**config.mk**
```make
export PLATFORM = sky130hd
export DESIGN_NAME = cmp_nibble_seq
export DESIGN_NICKNAME = d
export VERILOG_FILES = /design/src/rtl/cmp_nibble_seq_pkg.sv /design/src/rtl/cmp_nibble_seq_add_4_bits.sv /design/src/rtl/cmp_nibble_seq.sv
export SDC_FILE = /design/constraint.sdc
export NUM_CORES = 1
export LEC_CHECK = 0
export BUFFER_PORTS_ARGS = -buffer_cell sky130_fd_sc_hd__buf_2
export CAP_MARGIN = 20
export CORE_ASPECT_RATIO = 1.5
export CORE_MARGIN = 2
export CORE_UTILIZATION = 55
export CTS_CLUSTER_SIZE = 24
export DETAILED_ROUTE_END_ITERATION = 8
export PLACE_DENSITY = 0.79
export SYNTH_ARGS = -nofsm -noshare
export SYNTH_HDL_FRONTEND = slang
export SYNTH_HIERARCHICAL = 1
export SYNTH_SLANG_ARGS = --single-unit
```
**constraint.sdc**
```tcl
create_clock -name clk -period 7.4 [get_ports clk]
set_input_delay 0.74 -clock clk [delete_from_list [all_inputs] [get_ports clk]]
set_output_delay 0.74 -clock clk [all_outputs]
set_load 0.02 [all_outputs]
```
**src/rtl/cmp_nibble_seq_pkg.sv**
```systemverilog
// ----------------------------------------------------------------------------
// cmp_nibble_seq_pkg : shared state encoding and nibble width  |  rev 1.0
// ----------------------------------------------------------------------------
`default_nettype none

package cmp_nibble_seq_pkg;

    localparam int NIBBLE_W = 4;

    typedef enum logic [1:0] {
        IDLE = 2'd0,
        RUN  = 2'd1,
        DONE = 2'd2
    } state_t;

endpackage

`default_nettype wire

```
**src/rtl/cmp_nibble_seq_add_4_bits.sv**
```systemverilog
// ----------------------------------------------------------------------------
// add_4_bits : 4-bit ripple-carry adder with carry in/out  |  rev 1.0
// ----------------------------------------------------------------------------
`default_nettype none

module add_4_bits (
    input  logic [3:0] a,
    input  logic [3:0] b,
    input  logic       cin,
    output logic [3:0] sum,
    output logic       cout
);

    logic [4:0] c;

    assign c[0] = cin;

    for (genvar i = 0; i < 4; i++) begin : g_bit
        assign sum[i]   = a[i] ^ b[i] ^ c[i];
        assign c[i + 1] = (a[i] & b[i]) | (c[i] & (a[i] ^ b[i]));
    end

    assign cout = c[4];

endmodule

`default_nettype wire

```
**src/rtl/cmp_nibble_seq.sv**
```systemverilog
// ----------------------------------------------------------------------------
// cmp_nibble_seq : nibble-serial A-B comparator (unsigned/signed)  |  rev 1.0
// ----------------------------------------------------------------------------
`default_nettype none

module cmp_nibble_seq
    import cmp_nibble_seq_pkg::*;
#(
    parameter int WIDTH = 16
) (
    input  logic             clk,
    input  logic             rst_n,
    input  logic             start,
    input  logic             signed_mode,
    input  logic [WIDTH-1:0] a,
    input  logic [WIDTH-1:0] b,
    output logic             busy,
    output logic             done,
    output logic             gt,
    output logic             eq,
    output logic             lt,
    output logic [WIDTH-1:0] diff
);

    localparam int NIB   = WIDTH / NIBBLE_W;
    localparam int IDX_W = $clog2(NIB);

    state_t             state;
    state_t             state_nxt;
    logic [IDX_W-1:0]   idx;
    logic               carry;
    logic               zacc;
    logic               smode;
    logic [WIDTH-1:0]   a_q;
    logic [WIDTH-1:0]   b_q;
    logic [NIBBLE_W-1:0] a_nib;
    logic [NIBBLE_W-1:0] b_nib;
    logic [NIBBLE_W-1:0] s;
    logic               c4;
    logic               last;
    logic               accept;
    logic               eq_nxt;
    logic               lt_nxt;
    logic               ovf;

    assign a_nib  = a_q[idx*NIBBLE_W +: NIBBLE_W];
    assign b_nib  = ~b_q[idx*NIBBLE_W +: NIBBLE_W];
    assign last   = (idx == IDX_W'(NIB - 1));
    assign accept = start && (state == IDLE || state == DONE);

    add_4_bits u_add (
        .a    (a_nib),
        .b    (b_nib),
        .cin  (carry),
        .sum  (s),
        .cout (c4)
    );

    // Flags only matter on the final nibble, where s/c4 carry the MSB information
    assign eq_nxt = zacc & (s == '0);
    assign ovf    = (a_q[WIDTH-1] ^ b_q[WIDTH-1]) & (a_q[WIDTH-1] ^ s[NIBBLE_W-1]);
    assign lt_nxt = smode ? (s[NIBBLE_W-1] ^ ovf) : ~c4;

    always_ff @(posedge clk or negedge rst_n) begin
        if (!rst_n) state <= IDLE;
        else        state <= state_nxt;
    end

    always_comb begin
        state_nxt = state;
        busy      = 1'b0;
        done      = 1'b0;
        case (state)
            IDLE: if (start) state_nxt = RUN;
            RUN: begin
                busy = 1'b1;
                if (last) state_nxt = DONE;
            end
            DONE: begin
                done      = 1'b1;
                state_nxt = start ? RUN : IDLE;
            end
            default: state_nxt = IDLE;
        endcase
    end

    always_ff @(posedge clk or negedge rst_n) begin
        if (!rst_n) begin
            idx   <= '0;
            carry <= 1'b0;
            zacc  <= 1'b0;
            smode <= 1'b0;
            a_q   <= '0;
            b_q   <= '0;
            diff  <= '0;
            gt    <= 1'b0;
            eq    <= 1'b0;
            lt    <= 1'b0;
        end else if (accept) begin
            idx   <= '0;
            carry <= 1'b1;
            zacc  <= 1'b1;
            smode <= signed_mode;
            a_q   <= a;
            b_q   <= b;
        end else if (state == RUN) begin
            diff[idx*NIBBLE_W +: NIBBLE_W] <= s;
            carry <= c4;
            zacc  <= eq_nxt;
            idx   <= idx + 1'b1;
            if (last) begin
                eq <= eq_nxt;
                lt <= lt_nxt;
                gt <= ~lt_nxt & ~eq_nxt;
            end
        end
    end

endmodule

`default_nettype wire

```
==> results.md <==
- Reg-to-Reg Start: idx[0]
- Cell with the biggest individual delay on the critical path: dfrtp_1
- Largest family of logic cells by synthesized area: multiplexers
- Post-Synth Adder-Cell Area: 0.05736
- Cell types with the highest counts after synthesis: dfrtp_1, mux2_2, inv_1
- Core Region: ~4700 µm²
- Via count: about 1600
- Static leakage: 1.581 nW
- Kind of start point of the critical path: register
- Maximum VDD drop: 0.3515 mV
- Share of the synthesized netlist area taken by xor and xnor gates: 0
- Worst min path class: register to register
- Cell count of the worst hold path: 2
- Final TNS setup: 0 ps
- Required arrival time at the worst endpoint: ~7600 ps
- Number of flip-flops and latches in the synthesized netlist: between 50 and 60
- Minimum hold slack: between 400 and 500 ps
- Clock slew at reported path FFs: 60 ps
- Hpwl dp: approximately 3.5 mm
- Gr usage total: 0.2102
- Unrepaired setup endpoints after global routing: no
- Sort of element at the end of the critical path: register
- Synthesis warning total: 6
- Deepest clock path buffer count: 2
- Power density over the cells: roughly 520 nW/µm²
- Total of buffers placed on input and output ports: 56
- Hold buffer count at CTS: 0
- Total count of hold-check failures in the final report: 0
- Antenna cells: 0
- Number of setup buffers added after CTS: 0
- Total design power: approximately 1.7 mW
- Final-report max-slew violation count: 0
- Max frequency: roughly 260 MHz
- Layout area overhead: 21.58%
- Cell with the most instances after synthesis: dfrtp_1
- Die area: 5423 µm²
- Clock sink count: 58
- Mean Syn Cell Area: 14.39 µm²
- Cell-by-cell listing of the critical path: mux4_2 -> inv_1 -> fa_1 -> inv_1 -> fa_1 -> inv_1 -> fa_1 -> inv_1 -> fa_1 -> inv_1 -> nor4_1 -> a21oi_1 -> a22o_1
- Run status: finished clean
- Final weighted congestion of routability-driven global placement: between 0.8 and 0.9
- Count of max-cap constraint violations: 0
- Number of non-filler instances in the completed layout: 316
- CP peak stage delay: ~860 ps
- Most common flop cell mapped by yosys: dfrtp_1
- Setup slack after placement: around 3600 ps
- Area after DPL: roughly 3000 µm²
- Area of the mapped netlist: 2661 µm²
- Wire length of the first global-routing pass: around 8.0 mm
- Post-route minimum period: roughly 3800 ps
- Yosys top cell area share: 0.5454
- Total of endpoints with negative setup slack in the final report: 0
- Rows: 31
- Number of global-route vias before repair: approximately 1700
- Actual slew at the worst max-slew pin: around 960 ps
- Share of synthesized area occupied by flip-flops and latches: 0.5454
- H-Tree Level Count: 3
- Y dimension of the die: a little under 90 µm
- Initial core utilization: 0.5624
- CTS Root Buffer Type: clkbuf_8
- Fraction of layout cells with a size suffix above 1: 0.4840
- Area share of and/or/nand/nor cells after synthesis: 0.06253
- Crit path max-delay family: adder cells
- Initial antenna violation count: 0
- Cell count after synthesis: between 150 and 200
- EDFF count, synth: 0
- Terminus of the critical flop-to-flop path: gt
- Cells on worst reg2reg path: 13
- Critical path class: register to register
- Most common cell on crit path: inv_1
- Synthesized-area fraction occupied by ao, oa, aoi and oai cells: 0.07663
- Reg-to-reg setup timing slack: 3560 ps
- Endpoint with the worst hold slack: lt
- Layout Skew: 5.685 ps
- Number of buffer and inverter stages on the critical path: 5
- Average vias per placed instance: between 5 and 6
- Critical Path AT: slightly above 4000 ps
- Fraction of the core area covered by cells at the end of the flow: 0.6838
- Portion of the clock cycle consumed by the worst path in the final layout: 0.5188
- Post-synth net total: 230
- Total congestion overflow: 0
- Multiplexer share of the synthesized area: 0.2069
- Number of distinct library cell variants in the gate-level netlist after synthesis: 29
- Routed wire length: between 4 and 5 mm
- Length of the first detailed-routing pass in iterations: 4
- Worst-case setup margin in the final layout: approximately 3600 ps
- Final net count: 290
- Fill cell count: 378
- Leading post-synthesis cells by cell area: dfrtp_1, mux2_2, mux4_2
- Async set or reset register ratio after synthesis: 1.000
- Worst-path fanout max: 16
- Routed WL per cell: about 15 µm
- Hold Startpoint: lt
- Antenna Violating Nets Remaining: 0
- Number of gates resized after cts: 0
- Cell taking the most area after synthesis: dfrtp_1
- Pin count of the biggest net entering global routing: slightly below 60
- Violation count after the first detailed-routing iteration: 26
- TritonCTS Buffers: 9
- Final Cell Area: approximately 3200 µm²
- Die Width: roughly 61 µm
- Placed Cells incl. Taps: 300
- Relative slew margins: 0.3556
- Clock tree from TritonCTS: yes
- Clock insertion delay at the later pin of the skew report: ~330 ps
- Number of top-level pins: 57
- DRC violation count after routing: 0
-- power by group --
part,leakage (nW),internal (mW),switching [mW]
clock network,0.123,0.242,0.119
registers,0.719,0.457,0.109
logic,0.739,0.348,0.423
-- worst max-delay path by stage --
stage          startpoint  to  slack (ps)  cells past startpoint
3_3_place_gp       idx[0]  gt        3670                     13
6_report           idx[0]  gt        3560                     13
5_1_grt            idx[0]  gt        3150                     13
4_1_cts            idx[0]  gt        3530                     13
3_5_place_dp       idx[0]  gt        3560                     13
2_1_floorplan      idx[0]  gt        4060                     14
-- registers in the layout, indices dropped and copies added, names as in the netlist --
signal / count
smode: 1
eq: 1
b_q: 16
state: 2
lt: 1
diff: 16
gt: 1
idx: 2
zacc: 1
carry: 1
a_q: 16
-- placed cells by master, fill, tap and decap left out, types with 2 or more instances in the layout --
cell type / instances
o21ai_0: 4
ha_1: 5
a21oi_1: 2
nand2_1: 8
dfrtp_1: 58
clkbuf_8: 11
fa_1: 4
mux4_2: 8
inv_1: 19
a22o_1: 18
buf_2: 56
bufinv_16: 3
mux2_2: 32
nor4b_4: 2
nor2_1: 3
-- area by class of cell --
cell class	instances	area, µm²	area share
clock buffer	12	155.1	0.04795
clock inverter	4	97.59	0.03016
inverter	20	80.08	0.02475
multi-input combinational	99	1081	0.3341
sequential	58	1451	0.4486
tap	66	82.58	0.02552
timing repair buffer	57	287.8	0.08894
-- metal layers --
layer / vias up / share of wire / global-route usage
met5: - / 0 / 0
met3: 8 / 0.043 / 0.05499
met1: 816 / 0.40 / 0.2540
li1: 770 / - / -
met4: 0 / 0.018 / 0.09486
met2: 40 / 0.53 / 0.3490
-- kinds of logic (layout without fill, tap and decap cells) --
| group | Yosys count | count (layout) |
|---|---|---|
| multiplexers | 41 | 41 |
| flip-flops | 58 | 58 |
| AND/OR/NAND/NOR | 22 | 22 |
| AO/OA/AOI/OAI | 26 | 26 |
| buffers and inverters | 28 | 93 |
| adder cells (fa/ha/maj) | 10 | 10 |
-- worst reg2reg max path, stage by stage, from the launching register on --
cell     delay [ps]
dfrtp_1         860
mux4_2          600
inv_1            90
fa_1            190
inv_1            60
fa_1            370
inv_1            80
fa_1            160
inv_1            50
fa_1            470
inv_1           100
nor4_1          390
a21oi_1         130
a22o_1          200
No activity file was read; power rests on OpenSTA's default activity.
